<file path="src/rtl/bitrf_flush_walker_pkg.sv">
// Shared constants and types for the dirty-bit flush walker.
// The optional clear-after-accept behaviour is selected in the top by BITRF_WALK_CLEAR_EN.
package bitrf_flush_walker_pkg;

    localparam int SETS = 8192;
    localparam int AW   = 13;
    localparam int WAYS = 4;
    localparam int WW   = 2;
    localparam int CW   = AW + 3;

    localparam logic [AW-1:0] LAST_SET = AW'(SETS - 1);

    typedef enum logic [1:0] {
        IDLE  = 2'd0,
        SCAN  = 2'd1,
        ISSUE = 2'd2,
        DONE  = 2'd3
    } walk_state_t;

endpackage

</file>
<file path="src/rtl/bitrf_flush_walker_if.sv">
// Handshake and regfile bundle between the flush controller, the walker and the bit regfile.
// master is the walker side, slave is the controller/regfile side.
interface bitrf_flush_walker_if;
    import bitrf_flush_walker_pkg::*;

    logic            start;
    logic            busy;
    logic            done;
    logic [CW-1:0]   wb_count;
    logic [AW-1:0]   rf_ra;
    logic [WAYS-1:0] rf_rd;
    logic [AW-1:0]   rf_wa;
    logic [WAYS-1:0] rf_way_sel;
    logic            rf_wr;
    logic            rf_in;
    logic            wb_valid;
    logic            wb_ready;
    logic [AW-1:0]   wb_set;
    logic [WW-1:0]   wb_way;

    modport master (
        input  start, rf_rd, wb_ready,
        output busy, done, wb_count, rf_ra, rf_wa, rf_way_sel, rf_wr, rf_in,
               wb_valid, wb_set, wb_way
    );

    modport slave (
        output start, rf_rd, wb_ready,
        input  busy, done, wb_count, rf_ra, rf_wa, rf_way_sel, rf_wr, rf_in,
               wb_valid, wb_set, wb_way
    );

endinterface

</file>
<file path="src/rtl/bitrf_flush_walker_lowest_way_enc.sv">
// Picks the lowest set way of a way vector: index, one-hot mask and a non-empty flag.
module lowest_way_enc
    import bitrf_flush_walker_pkg::*;
(
    input  logic [WAYS-1:0] vec_i,
    output logic [WW-1:0]   idx_o,
    output logic [WAYS-1:0] onehot_o,
    output logic            any_o
);

    // Scan from the top way down so the lowest set way is the last (winning) assignment.
    always_comb begin
        idx_o    = '0;
        onehot_o = '0;
        for (int w = WAYS - 1; w >= 0; w--) begin
            if (vec_i[w]) begin
                idx_o       = WW'(w);
                onehot_o    = '0;
                onehot_o[w] = 1'b1;
            end
        end
        any_o = |vec_i;
    end

endmodule

</file>
<file path="src/rtl/bitrf_flush_walker.sv">
// Walks every set of the dirty-bit regfile and issues one writeback request per dirty way.
// Define BITRF_WALK_CLEAR_EN to clear each dirty bit in the regfile as its request is accepted;
// without it the walk only reports and never writes the regfile.
module bitrf_flush_walker
    import bitrf_flush_walker_pkg::*;
(
    input  logic                 clk,
    input  logic                 reset,
    bitrf_flush_walker_if.master bus
);

    walk_state_t     state_q, state_d;
    logic [AW-1:0]   setCnt_q, setCnt_d;
    logic [WAYS-1:0] vec_q, vec_d;
    logic [CW-1:0]   wbCount_q, wbCount_d;

    logic [WW-1:0]   lowWay;
    logic [WAYS-1:0] lowOnehot;
    logic            vecAny;
    logic            accept;
    logic [WAYS-1:0] vecRemain;
    logic            lastSet;

    lowest_way_enc u_enc (
        .vec_i    (vec_q),
        .idx_o    (lowWay),
        .onehot_o (lowOnehot),
        .any_o    (vecAny)
    );

    assign accept    = (state_q == ISSUE) && vecAny && bus.wb_ready;
    assign vecRemain = vec_q & ~lowOnehot;
    assign lastSet   = (setCnt_q == LAST_SET);

    // State and datapath registers; reset aborts a walk immediately with no done pulse.
    always_ff @(posedge clk or posedge reset) begin
        if (reset) begin
            state_q   <= IDLE;
            setCnt_q  <= '0;
            vec_q     <= '0;
            wbCount_q <= '0;
        end else begin
            state_q   <= state_d;
            setCnt_q  <= setCnt_d;
            vec_q     <= vec_d;
            wbCount_q <= wbCount_d;
        end
    end

    // Next-state: clean sets advance one per cycle, dirty sets drain one way per accept.
    always_comb begin
        state_d   = state_q;
        setCnt_d  = setCnt_q;
        vec_d     = vec_q;
        wbCount_d = wbCount_q;
        unique case (state_q)
            IDLE: begin
                if (bus.start) begin
                    setCnt_d  = '0;
                    wbCount_d = '0;
                    vec_d     = '0;
                    state_d   = SCAN;
                end
            end
            SCAN: begin
                vec_d = bus.rf_rd;
                if (bus.rf_rd != '0) begin
                    state_d = ISSUE;
                end else if (lastSet) begin
                    state_d = DONE;
                end else begin
                    setCnt_d = setCnt_q + AW'(1);
                end
            end
            ISSUE: begin
                if (accept) begin
                    vec_d     = vecRemain;
                    wbCount_d = wbCount_q + CW'(1);
                    if (vecRemain == '0) begin
                        if (lastSet) begin
                            state_d = DONE;
                        end else begin
                            setCnt_d = setCnt_q + AW'(1);
                            state_d  = SCAN;
                        end
                    end
                end
            end
            DONE: begin
                state_d = IDLE;
            end
            default: begin
                state_d = IDLE;
            end
        endcase
    end

    // Output decode; request fields come straight from registers so they hold until accepted.
    always_comb begin
        bus.busy     = (state_q == SCAN) || (state_q == ISSUE);
        bus.done     = (state_q == DONE);
        bus.wb_count = wbCount_q;
        bus.rf_ra    = setCnt_q;
        bus.rf_wa    = setCnt_q;
        bus.wb_valid = (state_q == ISSUE) && vecAny;
        bus.wb_set   = setCnt_q;
        bus.wb_way   = lowWay;
        bus.rf_in    = 1'b0;
`ifdef BITRF_WALK_CLEAR_EN
        bus.rf_wr      = accept;
        bus.rf_way_sel = accept ? lowOnehot : '0;
`else
        bus.rf_wr      = 1'b0;
        bus.rf_way_sel = '0;
`endif
    end

endmodule

</file>
<file path="src/flat_wrapper.sv">
// flat-port wrapper written by rule: the top's interface ports become plain ports
module bitrf_flush_walker_flat import bitrf_flush_walker_pkg::*;
  (clk, reset, bus_start, bus_rf_rd, bus_wb_ready, bus_busy, bus_done, bus_wb_count, bus_rf_ra, bus_rf_wa, bus_rf_way_sel, bus_rf_wr, bus_rf_in, bus_wb_valid, bus_wb_set, bus_wb_way);
  bitrf_flush_walker_if bus_i ();
  input  logic clk;
  input  logic reset;
  input wire logic [$bits(bus_i.start)-1:0] bus_start;
  input wire logic [$bits(bus_i.rf_rd)-1:0] bus_rf_rd;
  input wire logic [$bits(bus_i.wb_ready)-1:0] bus_wb_ready;
  output wire logic [$bits(bus_i.busy)-1:0] bus_busy;
  output wire logic [$bits(bus_i.done)-1:0] bus_done;
  output wire logic [$bits(bus_i.wb_count)-1:0] bus_wb_count;
  output wire logic [$bits(bus_i.rf_ra)-1:0] bus_rf_ra;
  output wire logic [$bits(bus_i.rf_wa)-1:0] bus_rf_wa;
  output wire logic [$bits(bus_i.rf_way_sel)-1:0] bus_rf_way_sel;
  output wire logic [$bits(bus_i.rf_wr)-1:0] bus_rf_wr;
  output wire logic [$bits(bus_i.rf_in)-1:0] bus_rf_in;
  output wire logic [$bits(bus_i.wb_valid)-1:0] bus_wb_valid;
  output wire logic [$bits(bus_i.wb_set)-1:0] bus_wb_set;
  output wire logic [$bits(bus_i.wb_way)-1:0] bus_wb_way;
  assign bus_i.start = bus_start;
  assign bus_i.rf_rd = bus_rf_rd;
  assign bus_i.wb_ready = bus_wb_ready;
  assign bus_busy = bus_i.busy;
  assign bus_done = bus_i.done;
  assign bus_wb_count = bus_i.wb_count;
  assign bus_rf_ra = bus_i.rf_ra;
  assign bus_rf_wa = bus_i.rf_wa;
  assign bus_rf_way_sel = bus_i.rf_way_sel;
  assign bus_rf_wr = bus_i.rf_wr;
  assign bus_rf_in = bus_i.rf_in;
  assign bus_wb_valid = bus_i.wb_valid;
  assign bus_wb_set = bus_i.wb_set;
  assign bus_wb_way = bus_i.wb_way;
  bitrf_flush_walker u_core (.clk(clk), .reset(reset), .bus(bus_i));
endmodule
</file>
<file path="config.mk">
export PLATFORM = sky130hd
export DESIGN_NAME = bitrf_flush_walker_flat
export DESIGN_NICKNAME = d
export VERILOG_FILES = /design/src/rtl/bitrf_flush_walker_pkg.sv /design/src/rtl/bitrf_flush_walker_if.sv /design/src/rtl/bitrf_flush_walker_lowest_way_enc.sv /design/src/rtl/bitrf_flush_walker.sv /design/src/flat_wrapper.sv
export SDC_FILE = /design/constraint.sdc
export NUM_CORES = 1
export LEC_CHECK = 0
export CAP_MARGIN = 20
export CORE_MARGIN = 3
export CORE_UTILIZATION = 50
export CTS_BUF_LIST = sky130_fd_sc_hd__clkbuf_4
export CTS_CLUSTER_DIAMETER = 40
export CTS_CLUSTER_SIZE = 12
export DETAILED_ROUTE_END_ITERATION = 16
export MAX_ROUTING_LAYER = met4
export PLACE_DENSITY = 0.89
export SLEW_MARGIN = 20
export SYNTH_ARGS = -nofsm -noshare
export SYNTH_HDL_FRONTEND = slang
export SYNTH_HIERARCHICAL = 1
export SYNTH_SLANG_ARGS = --single-unit
export TNS_END_PERCENT = 100
</file>
<file path="constraint.sdc">
create_clock -name clk -period 4.9 [get_ports clk]
set_input_delay 0.735 -clock clk [delete_from_list [all_inputs] [get_ports clk]]
set_output_delay 0.735 -clock clk [all_outputs]
set_load 0.01 [all_outputs]
</file>
======== Word-level counts from Yosys, hierarchy flattened ========
Cells that the tools add are included.
word-level totals
  ROM bits ................................ 0
  memory bits (writable) .................. 0
  memories kept ........................... 0
  input bits .............................. 8
  output and inout port bits .............. 66
  word-level logic and storage cells ...... 57
  register bits ........................... 35
  bits in latches ......................... 0
operators by class
  reductions and logical operators ........ 13
  multiply operators ...................... 0
  order comparisons ....................... 0
  div/mod/pow operators ................... 0
  multiplexer cells ....................... 27
  bitwise gates (word level) .............. 2
  shifts and indexed selects .............. 0
  add/subtract/negate cells ............... 2
  eq/ne operators ......................... 9
operators by type and width
  cell                   count
  $mux 13                5
  $pmux 13 s3            1
  $mux 16                2
  $pmux 16 s2            1
  $mux 4                 6
  $mux 2                 10
  $add 16x1->16 const B  1
  $add 13x1->13 const B  1
  $eq 13x13->1 const B   1
  $pmux 4 s3             1
  $pmux 2 s4             1
  $ne 2x2->1 const B     3
  $reduce_and 3->1       2
  $reduce_and 5->1       1
  $and 4x4->4            1
  $eq 2x2->1 const B     2
  $logic_not 4->1        1
  $not 4->4              1
  $reduce_and 4->1       1
  $reduce_bool 4->1      1
  $reduce_or 4->1        1
  $ne 3x1->1 const B     1
  $reduce_bool 3->1      1
  $eq 2x1->1 const B     1
  5 further kinds        6

======== Depth between registers and ports, before layout ========
Gate-level depths: netlist (run 1).
  word-level depth ........................ 10
  depth in mapped cells ................... 8
  mapped depth without buffers ............ 7

======== Modules after synthesis ========
Netlist (run 1), hierarchy kept.
by module, submodules not included
  module              times used  cells each  seq. area each (sq um)  area each (sq um)
  bitrf_flush_walker  1           259         875.8                   2338.5
  lowest_way_enc      1           11          0.0                     61.3

======== Least setup slack after synthesis (run 1) ========
No wires, ideal clock.
  path type ............................... register to register
  start ................................... register u_core.state_q[0]
  end ..................................... register u_core.wbCount_q[4], in the netlist u_core/bus.wb_count[4]
  arrival time ............................ 1.985 ns
  required time ........................... 4.822 ns
  setup time .............................. 0.078 ns
  cell stages (with the launch flop) ...... 8
  setup slack ............................. 2.838 ns
  path buffers ............................ 1
  clock period less this slack ............ 2.062 ns
  cells stage by stage .................... dfrtp_1 > inv_1 > ha_1 > nor2b_2 > or4b_4 > buf_6 > or3_1 > a21oi_1
between the ends
  word-level cells in the longest chain between the ends .. 5
  elaborated cells between the ends (all ways) .. 9
  classes of those cells .................. eq/ne (3); mux (1); reduce/logical (5)
RTL lines
  what                               line                                                text
  start: declaration                 bitrf_flush_walker.sv:12                            walk_state_t state_q, state_d;
  start signal: assignment           bitrf_flush_walker.sv:43                            state_q <= state_d;
  $eq 2x2->1                         bitrf_flush_walker.sv:31, bitrf_flush_walker.sv:56
  $logic_and 1x1->1 (2 in a row)     bitrf_flush_walker.sv:31                            assign accept = (state_q == ISSUE) && vecAny && bus.wb_ready;
  $ne 2x1->1 (no source line)        --
  $reduce_and 3->1 (no source line)  --
  end signal: assignment             bitrf_flush_walker.sv:46                            wbCount_q <= wbCount_d;
  end: declaration                   bitrf_flush_walker.sv:15                            logic [CW-1:0] wbCount_q, wbCount_d;
Several ways; a longest one is shown, not always the timed one.
A chain may end at the register's enable or synchronous reset.

======== Worst setup path in the final report (run 1) ========
  start ................................... register u_core.state_q[1]
  end ..................................... output port bus_busy
between the ends
  word-level cells in the longest chain between the ends .. 2
  elaborated cells between the ends (all ways) .. 3
  classes of those cells .................. eq/ne (2); reduce/logical (1)
RTL lines
  what                                             line                       text
  $eq 2x1->1 / $eq 2x2->1 (equally long branches)  bitrf_flush_walker.sv:100  bus.busy = (state_q == SCAN) || (state_q == ISSUE);
  $logic_or 1x1->1 (*)                             bitrf_flush_walker.sv:100
  end: declaration                                 flat_wrapper.sv:10         output wire logic [$bits(bus_i.busy)-1:0] bus_busy;
Every way passes the cells marked *; elsewhere a longest branch is shown, timed or not.

==> impl_metrics.toml, run 1 <==
[clock_network]
cts_max_path_bufs = 2
cts.sinks = 35
worst_skew_pair.late_latency_ns = 0.33
clk_root_buffer_cell = "clkbuf_4"
cts_tree = "done"
post-cts-setup-buffer-count = 0
post_cts_resized = 0
cts_buffers = 5
cts_hold_buffers = 0
clock_tree.htree_level_count = 2
clkTransAtPathRegs_ns = 0.11

[cells_and_area]
post-route-util_pct = 65.6
num-nets-final = 325
stdcell_area_um2 = 2960
num_antenna_cells = 0
drive_gt1_share_pct = 7.07
non_filler_cells_final = 363
final.fill_count = 388
synthToLayoutAreaGrowth_pct = 23.1

[logic_synthesis]
post_synth_instance_area_um2 = 2400
postSynthAreaPerCell_um2 = 8.89
synth_cells = 270
synth_edf_count = 0
ys_warns = 6
yosys_register_bits = 35
synth_seq_area_share_pct = 36.5
yosysUniqueCellTypes = 52
asyncSetResetFlopFracSynth_pct = 100
ys.flop_type = "dfrtp_1"

[outcome]
outcome = "finished clean"

[sta]
finalMaxSlewViolations = 0
clock-skew-final_ns = 0.00659
worst_hold_margin_ns = 0.537
setup_total_negative_slack_ns = 0
period_minus_ws_final_ns = 3.11
rsz_0062_raised_after_global_routing = "no"
hold_viol = 0
part_of_the_cycle_the_worst_path_needs_pct = 63.4
final-setup-viol-count = 0
timing.final.ws_setup_ns = 1.79
relSlewSlack_pct = 37.9
max_slew.worst_pin.slew_ns = 0.929
maximum_clock_frequency_mhz = 322

[pwr]
pwr_density_cell_nw_per_um2 = 508
power.switching_mw = 0.662
share_comb_of_total_power_pct = 55.6
power.ir.vdd_worst_uv = 353
pwr-share-seq_pct = 31.0
static-leakage-power_nw = 1.21
pwr-share-clk_pct = 13.4
p_sw_share_pct = 44.1
internal_power_consumption_mw = 0.840
p_total_mw = 1.50

[routing]
drt-initial-drc-count = 132
first_pass_iters = 4
route.detailed.drc = 0
drt_wl_total_mm = 5.44
detail-route-antenna-nets = 0
via_count_of_the_routed_design = 2089
wl_per_cell_um = 15.0
routed_via_density = 5.75

[floorplanning]
die_width_um = 75.3
die_area_um2 = 5670
boundaryPins = 74
initial_core_util_pct = 53.3
die_h_um = 75.3
cell_row_count = 24
fp.coreArea_um2 = 4500

[grt]
maximum_number_of_pins_on_one_net_before_global_route_repair = 36
globalRoute.totalOverflow = 0
initial_antenna_violation_count = 0
first_pass_grt_wire_length_mm = 9.00
vias_in_the_first_global_route = 2010
grt.total_usage_pct = 20.8

[place]
port_buffers = 67
place_hpwl_mm = 3.88
post-place-cells = 355
pre_cts_slack_ns = 2.03
placed_area_um2 = 2880
gp_routability_congestion = 0.862

[critical_path]
worstRegToRegCells = 7
worst-endpoint-arrival_ns = 2.37
critical_path_required_time_ns = 4.16
startpoint_of_the_worst_register_to_register_path = "u_core/state_q[0]"
critical_path.startpoint = "u_core/state_q[1]"
cp_max_fo = 26
start_kind = "flop"
endpoint_kind = "output pin"
timing_worst_setup_path_type = "reg2out"

[worst_hold_path]
timing.hold.worst_path_depth = 1
worstHoldStart = "u_core/bus.wb_count[0]"
holdCritPathClass = "reg2reg"

[run]
maxCapViolations = 0
-- power groups by stage --
stage               clock network, mW  logic, mW  registers (mW)
floorplan                           0      0.578           0.464
global placement                    0      0.813           0.463
detailed placement                  0      0.834           0.468
CTS                             0.208      0.839           0.464
global route                    0.220      0.922           0.479
finish                          0.202      0.835           0.465
-- path summary, 6_finish.rpt --
| path | end | slack, ns |
|---|---|---|
| worst max-delay path | bus_busy | 1.79 |
| worst min-delay path | u_core/bus.wb_count[0] | 0.54 |
| max in group asynchronous | u_core/bus.rf_ra[3] | 3.79 |
| worst min register to register | u_core/bus.wb_count[0] | 0.54 |
| min in group asynchronous | u_core/bus.rf_ra[9] | 0.79 |
| worst max register to register | u_core/bus.rf_ra[4] | 2.22 |
-- Yosys cell counts, types with 3 or more instances --
cell type | number | area share [%]
dfrtp_1 | 35 | 36
buf_4 | 33 | 10
nor2_1 | 29 | 4.5
nand2_1 | 24 | 3.8
a21oi_1 | 16 | 3.3
inv_1 | 11 | 1.7
nand3_1 | 10 | 2.1
nor3_1 | 10 | 2.1
o21ai_0 | 10 | 2.1
xnor2_1 | 8 | 2.9
ha_1 | 7 | 3.6
clkbuf_1 | 5 | 0.78
nand2b_1 | 5 | 1.3
nor2b_1 | 5 | 1.3
xor2_1 | 4 | 1.5
a22o_1 | 3 | 1.1
a32o_1 | 3 | 1.3
and3_1 | 3 | 0.78
nand4_1 | 3 | 0.78
nand4b_1 | 3 | 1.1
o211ai_1 | 3 | 0.94
or3_1 | 3 | 0.78
-- layer usage --
layer	GRT usage (%)	share of wire [%]	wire length, µm	up-vias
li1	-	-	-	985
met1	26.6	43	2360	1025
met2	33.8	50	2730	72
met3	3.87	5.2	285	7
met4	5.63	1.0	57	0
met5	-	0	0	-
-- placed cells by master, fill, tap and decap left out, types with 3 or more instances in the layout --
cell type	count
conb_1	6
inv_1	11
nand2b_1	5
clkdlybuf4s50_1	67
a32o_1	3
nor3_1	10
clkbuf_4	5
nor2b_1	5
o21ai_0	10
and3_1	3
a22o_1	3
nand3_1	10
a21oi_1	16
o211ai_1	3
xnor2_1	8
or3_1	3
nand4_1	3
dfrtp_1	35
ha_1	7
xor2_1	4
nor2_1	29
nand2_1	24
nand4b_1	3
-- critical path, cell delays in order (launching register included) --
cell             delay [ns]
dfrtp_1                0.44
inv_1                  0.11
ha_1                   0.81
clkdlybuf4s50_1        0.68
-- registers in the layout, indices dropped and copies added (netlist names) --
register,cells
u_core/bus.wb_count,16
u_core/bus.rf_ra,13
u_core/vec_q,4
u_core/state_q,2
-- cell families after synthesis --
logic type	after synthesis	share of synthesized area, %
AO/OA/AOI/OAI	49	14.2
XOR/XNOR	12	4.38
adder cells (fa/ha/maj)	7	3.65
buffers and inverters	51	13.5
flip-flops	35	36.5
multiplexers	1	0.417
other	1	0.156
AND/OR/NAND/NOR	114	27.2
-- final cells by class --
class / instances / area (µm²) / area share (%)
Tap cell: 52 / 65.1 / 2.20
Sequential cell: 35 / 876 / 29.6
Multi-Input combinational cell: 189 / 1220 / 41.2
Clock inverter: 3 / 38.8 / 1.31
Clock buffer: 5 / 37.5 / 1.27
Timing Repair Buffer: 68 / 678 / 22.9
Inverter: 11 / 41.3 / 1.40
No activity file was read; power rests on OpenSTA's default activity.
==> run 2: changes to the inputs <==
--- a/config.mk
+++ b/config.mk
@@ -7,13 +7,13 @@
 export LEC_CHECK = 0
 export CAP_MARGIN = 20
 export CORE_MARGIN = 3
-export CORE_UTILIZATION = 50
+export CORE_UTILIZATION = 49
 export CTS_BUF_LIST = sky130_fd_sc_hd__clkbuf_4
 export CTS_CLUSTER_DIAMETER = 40
 export CTS_CLUSTER_SIZE = 12
 export DETAILED_ROUTE_END_ITERATION = 16
 export MAX_ROUTING_LAYER = met4
-export PLACE_DENSITY = 0.89
+export PLACE_DENSITY = 0.87
 export SLEW_MARGIN = 20
 export SYNTH_ARGS = -nofsm -noshare
 export SYNTH_HDL_FRONTEND = slang
==> constraint.sdc (replaced) <==
create_clock -name clk -period 3.1 [get_ports clk]
set_input_delay 0.465 -clock clk [delete_from_list [all_inputs] [get_ports clk]]
set_output_delay 0.465 -clock clk [all_outputs]
set_load 0.01 [all_outputs]
==> impl_metrics.toml, run 2 (synthesized netlist as in run 1, its figures left out) <==
[routing]
first_pass_iters = 4
drt_wl_total_mm = 5.25
route.detailed.drc = 0
detail-route-antenna-nets = 0
drt-initial-drc-count = 151
via_count_of_the_routed_design = 2069
routed_via_density = 5.47
wl_per_cell_um = 13.9

[critical_path]
ff2ff_setup_slack_ns = 0.60
cp_max_fo = 12
critical_path.startpoint = "u_core/state_q[0]"
worst-endpoint-arrival_ns = 2.76
endpoint_kind = "flop"
critical_path.reg2reg.endpoint = "u_core/bus.rf_ra[4]"
worstRegToRegCells = 7
start_kind = "flop"
timing_worst_setup_path_type = "reg2reg"
critical_path_required_time_ns = 3.36
startpoint_of_the_worst_register_to_register_path = "u_core/state_q[0]"

[sta]
maximum_clock_frequency_mhz = 400
clock-skew-final_ns = 0.00756
hold_viol = 0
rsz_0062_raised_after_global_routing = "no"
final-setup-viol-count = 0
period_minus_ws_final_ns = 2.50
timing.final.ws_setup_ns = 0.598
relSlewSlack_pct = 40.1
max_slew.worst_pin.slew_ns = 0.896
setup_total_negative_slack_ns = 0
finalMaxSlewViolations = 0
part_of_the_cycle_the_worst_path_needs_pct = 80.7

[grt]
initial_antenna_violation_count = 0
maximum_number_of_pins_on_one_net_before_global_route_repair = 36
vias_in_the_first_global_route = 1978
first_pass_grt_wire_length_mm = 9.00
grt.total_usage_pct = 19.0
globalRoute.totalOverflow = 0

[clock_network]
clk_root_buffer_cell = "clkbuf_4"
post-cts-setup-buffer-count = 0
cts_hold_buffers = 0
cts_tree = "done"
post_cts_resized = 0
worst_skew_pair.late_latency_ns = 0.34
clkTransAtPathRegs_ns = 0.11
cts_buffers = 5
cts_max_path_bufs = 2
clock_tree.htree_level_count = 2
cts.sinks = 35

[worst_hold_path]
holdCritPathClass = "in2async"

[run]
maxCapViolations = 0

[cells_and_area]
multi_input_comb_area_um2 = 1220
num_antenna_cells = 0
num-nets-final = 327
layout.cells.most_common_list = "clkdlybuf4s50_1, dfrtp_1, nor2_1"
sequential_standard_cell_area_um2 = 876
largest_register_ff_count = 16
synthToLayoutAreaGrowth_pct = 23.7
final.fill_count = 361
final_common_cell = "clkdlybuf4s50_1"
drive_gt1_share_pct = 7.99

[floorplanning]
cell_row_count = 24
die_width_um = 76.0
initial_core_util_pct = 52.9
fp.coreArea_um2 = 4530
die_h_um = 76.0
die_area_um2 = 5770
boundaryPins = 74

[pwr]
power.ir.vdd_worst_uv = 444
static-leakage-power_nw = 1.22
pwr_density_cell_nw_per_um2 = 788

[outcome]
outcome = "finished clean"

[place]
place_hpwl_mm = 3.82
pre_cts_slack_ns = 0.520
port_buffers = 67
gp_routability_congestion = 0.798
## run 2: changes by cell type in the layout (fill, tap and decap cells not counted), sizes merged
cell    before  now
buf          1    3
clkinv       2    1
bufinv       1    0
clkbuf       5    7
## run 2: how the worst max path moves through the flow
stage | to | slack, ns | depth (start not counted)
global route | u_core/bus.rf_ra[1] | 0.41 | 7
finish | u_core/bus.rf_ra[4] | 0.60 | 7
floorplan | u_core/bus.wb_count[4] | 1.04 | 7
global placement | u_core/bus.rf_ra[4] | 0.56 | 6
detailed placement | u_core/bus.rf_ra[4] | 0.52 | 6
CTS | bus_wb_valid | 0.63 | 5
## run 2: per-stage QoR
step           hold slack, ns  instances  total power [mW]  cell area (µm²)  utilization, %
6_report                0.509        378              2.34             2970            65.5
5_1_grt                 0.556        378              2.53             2970            65.5
4_1_cts                 0.523        378              2.34             2970            65.5
3_5_place_dp            0.530        370              2.08             2910            64.2
3_3_place_gp            0.515        370              2.04             2910            64.2
2_1_floorplan           0.516        275              1.65             2420               -
## run 2: per-layer routing
layer,vias to the layer above,GRT usage (%),wire (µm)
li1,988,-,-
met1,994,23.8,2360
met2,81,30.4,2520
met3,6,5.20,320
met4,0,5.25,45
met5,-,-,0
## run 2: area by class of cell
type	instances	area share (%)
multi-input cells	189	41.1
flip-flops and latches	35	29.5
repair buffers	70	23.4
well taps	65	2.74
clock buffers	7	1.77
inverters	11	1.39
clock inverters	1	0.169
## run 2: critical path, cell delays in order, from the launching register on
cell	delay, ns
dfrtp_1	0.44
inv_1	0.13
ha_1	0.25
nor2b_2	0.20
nor3_1	0.47
and3_1	0.54
nand2b_1	0.16
o31ai_1	0.24
## run 2: power breakdown
part | switching, mW | internal [mW]
logic | 0.724 | 0.621
registers | 0.177 | 0.555
clock network | 0.155 | 0.106
total | 1.06 | 1.28
==> run 3: changes to the inputs <==
==> constraint.sdc (replaced) <==
create_clock -name clk -period 2.52 [get_ports clk]
set_input_delay 0.378 -clock clk [delete_from_list [all_inputs] [get_ports clk]]
set_output_delay 0.378 -clock clk [all_outputs]
set_load 0.01 [all_outputs]
==> impl_metrics.toml, run 3 (synthesized netlist as in run 1, its figures left out) <==
[critical_path]
cp_slowest_stage_delay_ns = 0.53
critical_path.reg2reg.endpoint = "u_core/bus.wb_count[4]"
critical_path.startpoint = "u_core/state_q[0]"
slowest_stage_cell_cp = "clkdlybuf4s50_1"
cell_by_cell_listing_of_the_critical_path = "inv_1 -> ha_1 -> and2_1 -> clkdlybuf4s50_1"
worst-endpoint-arrival_ns = 1.92
worstRegToRegCells = 6
start_kind = "flop"
startpoint_of_the_worst_register_to_register_path = "u_core/state_q[0]"
ff2ff_setup_slack_ns = 0.26
endpoint_kind = "output pin"
timing_worst_setup_path_type = "reg2out"
critical_path_required_time_ns = 2.14
cp_max_fo = 7

[clock_network]
post-cts-setup-buffer-count = 0
clock_tree.htree_level_count = 2
worst_skew_pair.late_latency_ns = 0.34
cts.sinks = 35
cts_tree = "done"
clk_root_buffer_cell = "clkbuf_4"
cts_buffers = 5
cts_hold_buffers = 0
clkTransAtPathRegs_ns = 0.11
cts_max_path_bufs = 2
post_cts_resized = 0

[cells_and_area]
num_antenna_cells = 0
final.fill_count = 360
largest_register_ff_count = 16
layout.cells.most_common_list = "clkdlybuf4s50_1, dfrtp_1, nor2_1"
final_common_cell = "clkdlybuf4s50_1"
non_filler_cells_final = 384
drive_gt1_share_pct = 9.72
num-nets-final = 333
synthToLayoutAreaGrowth_pct = 25.5

[sta]
max_slew.worst_pin.slew_ns = 0.547
clock-skew-final_ns = 0.00717
maximum_clock_frequency_mhz = 436
setup_total_negative_slack_ns = 0
hold_viol = 0
relSlewSlack_pct = 63.2
part_of_the_cycle_the_worst_path_needs_pct = 91.1
worst_hold_margin_ns = 0.424
rsz_0062_raised_after_global_routing = "no"
finalMaxSlewViolations = 0
final-setup-viol-count = 0
period_minus_ws_final_ns = 2.30

[routing]
routed_via_density = 5.46
detail-route-antenna-nets = 0
route.detailed.drc = 0
first_pass_iters = 4
drt-initial-drc-count = 194
wl_per_cell_um = 14.1
drt_wl_total_mm = 5.43
via_count_of_the_routed_design = 2098

[place]
gp_routability_congestion = 0.871
place_hpwl_mm = 4.03
port_buffers = 67
post-place-cells = 376

[grt]
initial_antenna_violation_count = 0
vias_in_the_first_global_route = 2043
grt.total_usage_pct = 20.5
globalRoute.totalOverflow = 0
maximum_number_of_pins_on_one_net_before_global_route_repair = 36
first_pass_grt_wire_length_mm = 9.62

[run]
maxCapViolations = 0

[worst_hold_path]
holdCritPathClass = "in2async"

[pwr]
p_total_mw = 3.00
static-leakage-power_nw = 1.25
power.ir.vdd_worst_uv = 883
pwr_density_cell_nw_per_um2 = 997

[floorplanning]
cell_row_count = 24
boundaryPins = 74
die_width_um = 76.0
die_area_um2 = 5770
die_h_um = 76.0
fp.coreArea_um2 = 4530
initial_core_util_pct = 52.9

[outcome]
outcome = "finished clean"
run 3: per-stage QoR:
stage          worst slack [ns]  utilization, %  area, µm²
3_3_place_gp              0.350            65.2       2960
2_1_floorplan             0.458               -       2420
3_5_place_dp              0.309            65.2       2960
4_1_cts                   0.219            66.4       3010
6_report                  0.225            66.4       3010
5_1_grt                  0.0978            66.4       3010
run 3: report_power, final:
part | switching, mW | internal [mW]
clock | 0.188 | 0.130
sequential | 0.217 | 0.683
combinational | 0.939 | 0.848
total | 1.34 | 1.66
run 3: metal layers:
layer | global-route usage (%) | wire length (µm) | vias up
met3 | 4.85 | 366 | 7
met1 | 25.3 | 2380 | 986
met5 | - | 0 | -
met4 | 6.70 | 70 | 0
li1 | - | - | 1017
met2 | 33.2 | 2610 | 88
run 3: final cells by class:
class,count,area (µm²),share of cell area (%)
multi-input combinational,189,1220,40.4
timing repair buffer,76,738,24.5
sequential,35,876,29.1
inverter,11,41.3,1.37
clock inverter,1,5.00,0.166
clock buffer,7,52.6,1.74
tap,65,81.3,2.70
run 3: critical path, delay by kind of cell, from the launching register on:
kind	cells	cell delay, ns
buffers and inverters	2	0.68
flip-flops	1	0.44
adder cells (fa/ha/maj)	1	0.30
AND/OR/NAND/NOR	1	0.16
run 3: how the worst max path moves through the flow:
stage	endpoint	slack, ns	depth (start not counted)
global placement	u_core/bus.wb_count[8]	0.35	5
global route	bus_wb_valid	0.1	4
CTS	bus_wb_valid	0.22	4
detailed placement	u_core/bus.wb_count[4]	0.31	5
finish	bus_wb_valid	0.22	4
floorplan	u_core/bus.wb_count[4]	0.46	7
==> edit: new RTL, settings of run 2 <==
The 4 states of `walk_state_t` get a Gray code encoding in 2 bits.
--- a/src/rtl/bitrf_flush_walker_pkg.sv
+++ b/src/rtl/bitrf_flush_walker_pkg.sv
@@ -13,6 +13,6 @@
     typedef enum logic [1:0] {
-        IDLE  = 2'd0,
-        SCAN  = 2'd1,
-        ISSUE = 2'd2,
-        DONE  = 2'd3
+        IDLE  = 2'b00,
+        SCAN  = 2'b01,
+        ISSUE = 2'b11,
+        DONE  = 2'b10
     } walk_state_t;
Behaviour: same outputs for any inputs over 10 cycles, from zero or initial values and one cycle with reset high; not proved beyond that.
==> edit against run 2 <==
Area after synthesis down 6.0%; count of clock-buffer cells in the layout shrank 2; total power fell by 27%; sequential cell count did not move; routed wire length decreased by 2.4%; largest power group unchanged; largest cell class unchanged; worst setup slack better by 150 ps; critical endpoint is now u_core/bus.rf_ra[9]; cell area fell by 5.7%; maximum frequency is 6.5% higher; critical path type unchanged.
==> edit: results (changes against run 2) <==
| Metric | Value |
|---|---|
| DRT Pass-1 Iters | `4 (unchanged)` |
| Yosys Warn Count | `6 (unchanged)` |
| DP Area | `2750 µm² (-5.5%)` |
| Layout net count | `321 (-1.8%)` |
| Layout cell share with drive strength beyond 1 | `0.0514 (-0.0284)` |
| CP max FO | `13 (+1)` |
| Hold WC Path Type | `primary input to asynchronous set/reset pin` |
| Drt wl/cell | `14.1 µm (+1.7%)` |
| GPL Wtd Cong | `0.929 (+16%)` |
| Clock transition at the registers of the reported paths | `110 ps (about the same)` |
| LEAKAGE | `0.00119 µW (-2.0%)` |
| Flop2flop setup slack | `750 ps (+150 ps)` |
| Reg-to-Reg Start | `u_core/vec_q[2]` |
| Iter 0 DRT Violations | `198 (+31%)` |
| Antenna violations before repair | `0 (unchanged)` |
| Placed Cells | `356 (-3.8%)` |
| Largest register FFs | `16 (unchanged)` |
| DR vias | `2,033 (-1.7%)` |
| Status | `finished clean` |
| Slew @ Worst Pin | `766 ps (-130 ps)` |
| Distinct cell type count after synthesis | `43 (-17%)` |
| Top cells by count, synth | `35 x dfrtp_1, 35 x nand2_1, 33 x buf_4, 31 x nor2_1` |
| Setup bufs post-CTS | `0 (unchanged)` |
| Synth area leaders | `dfrtp_1 39%, buf_4 11%, nand2_1 5.8%` |
| Detailed Place HPWL | `3690 µm (-3.2%)` |
| Sequential fraction of the synthesis area | `0.388 (+0.0233)` |
| Maximum VDD drop | `0.402 mV (-9.4%)` |
| Number of global-route vias before repair | `1,793 (-9.4%)` |
| Buffers on Ports | `67 (unchanged)` |
| Worst r2r dst | `u_core/bus.rf_ra[9]` |
| Gr usage total | `0.196 (+0.00644)` |
| Worst-case clock skew | `8.25 ps (+0.688 ps)` |
| Pin count of the biggest net entering global routing | `36 (unchanged)` |
| CP Data Arrival Time | `2590 ps (-170 ps)` |
| Global-route wire length before repair | `8110 µm (-10%)` |
| Syn avg cell area | `8.39 µm² (-5.6%)` |
| Vias per inst | `5.60 (+2.3%)` |
==> edit: power by group <==
part	total [µW]	switching (µW)	internal (µW)
Clock	232	152	80.3
Sequential	696	156	540
Combinational	787	383	404
Total	1710	690	1020
==> edit: critical path: stages, from the launching register on <==
cell and delay, ps:
dfrtp_1 420, nand2b_4 150, nor3_1 200, inv_1 90, a2111oi_2 490, a221o_1 500, o21ai_0 160, a22o_1 250
==> edit: kinds of logic after synthesis <==
group / after synthesis / synth area share
other cells: 1 / 0.00166
xor+xnor: 12 / 0.0466
fa+ha+maj: 2 / 0.0111
simple gates: 118 / 0.256
compound gates: 53 / 0.157
buf+inv: 48 / 0.140
flops: 35 / 0.388
==> edit: cell type report <==
cell class / instances / area (µm²)
fill: 402 / 1620
multi-input combinational: 191 / 1080
sequential: 35 / 876
timing repair buffer: 71 / 701
tap: 52 / 65.1
clock buffer: 5 / 37.5
inverter: 7 / 26.3
clock inverter: 2 / 8.76
==> edit: worst max-delay path by stage <==
stage	from	to	slack, ps
6_report	u_core/vec_q[2]	u_core/bus.rf_ra[9]	750
5_1_grt	u_core/vec_q[2]	u_core/bus.rf_ra[10]	600
4_1_cts	u_core/vec_q[2]	u_core/bus.rf_ra[9]	750
3_5_place_dp	bus_rf_rd[2]	u_core/bus.rf_ra[9]	670
3_3_place_gp	bus_rf_rd[2]	u_core/bus.rf_ra[9]	710
2_1_floorplan	u_core/vec_q[2]	u_core/bus.rf_ra[0]	1130
==> edit: per-stage QoR <==
stage | power (µW) | util | setup slack (ps) | hold WS [ps]
detailed placement | 1490 | 0.623 | 669 | 533
floorplan | 1210 | - | 1130 | 517
global route | 1830 | 0.634 | 604 | 550
finish | 1710 | 0.634 | 751 | 505
CTS | 1720 | 0.634 | 754 | 521
global placement | 1460 | 0.623 | 714 | 523
==> edit: per-layer routing <==
layer | GRT usage | vias up | routed length, µm
met2 | 0.328 | 89 | 2540
met1 | 0.238 | 951 | 2170
met3 | 0.0410 | 5 | 362
met5 | - | - | 0
li1 | - | 988 | -
met4 | 0.0604 | 0 | 55
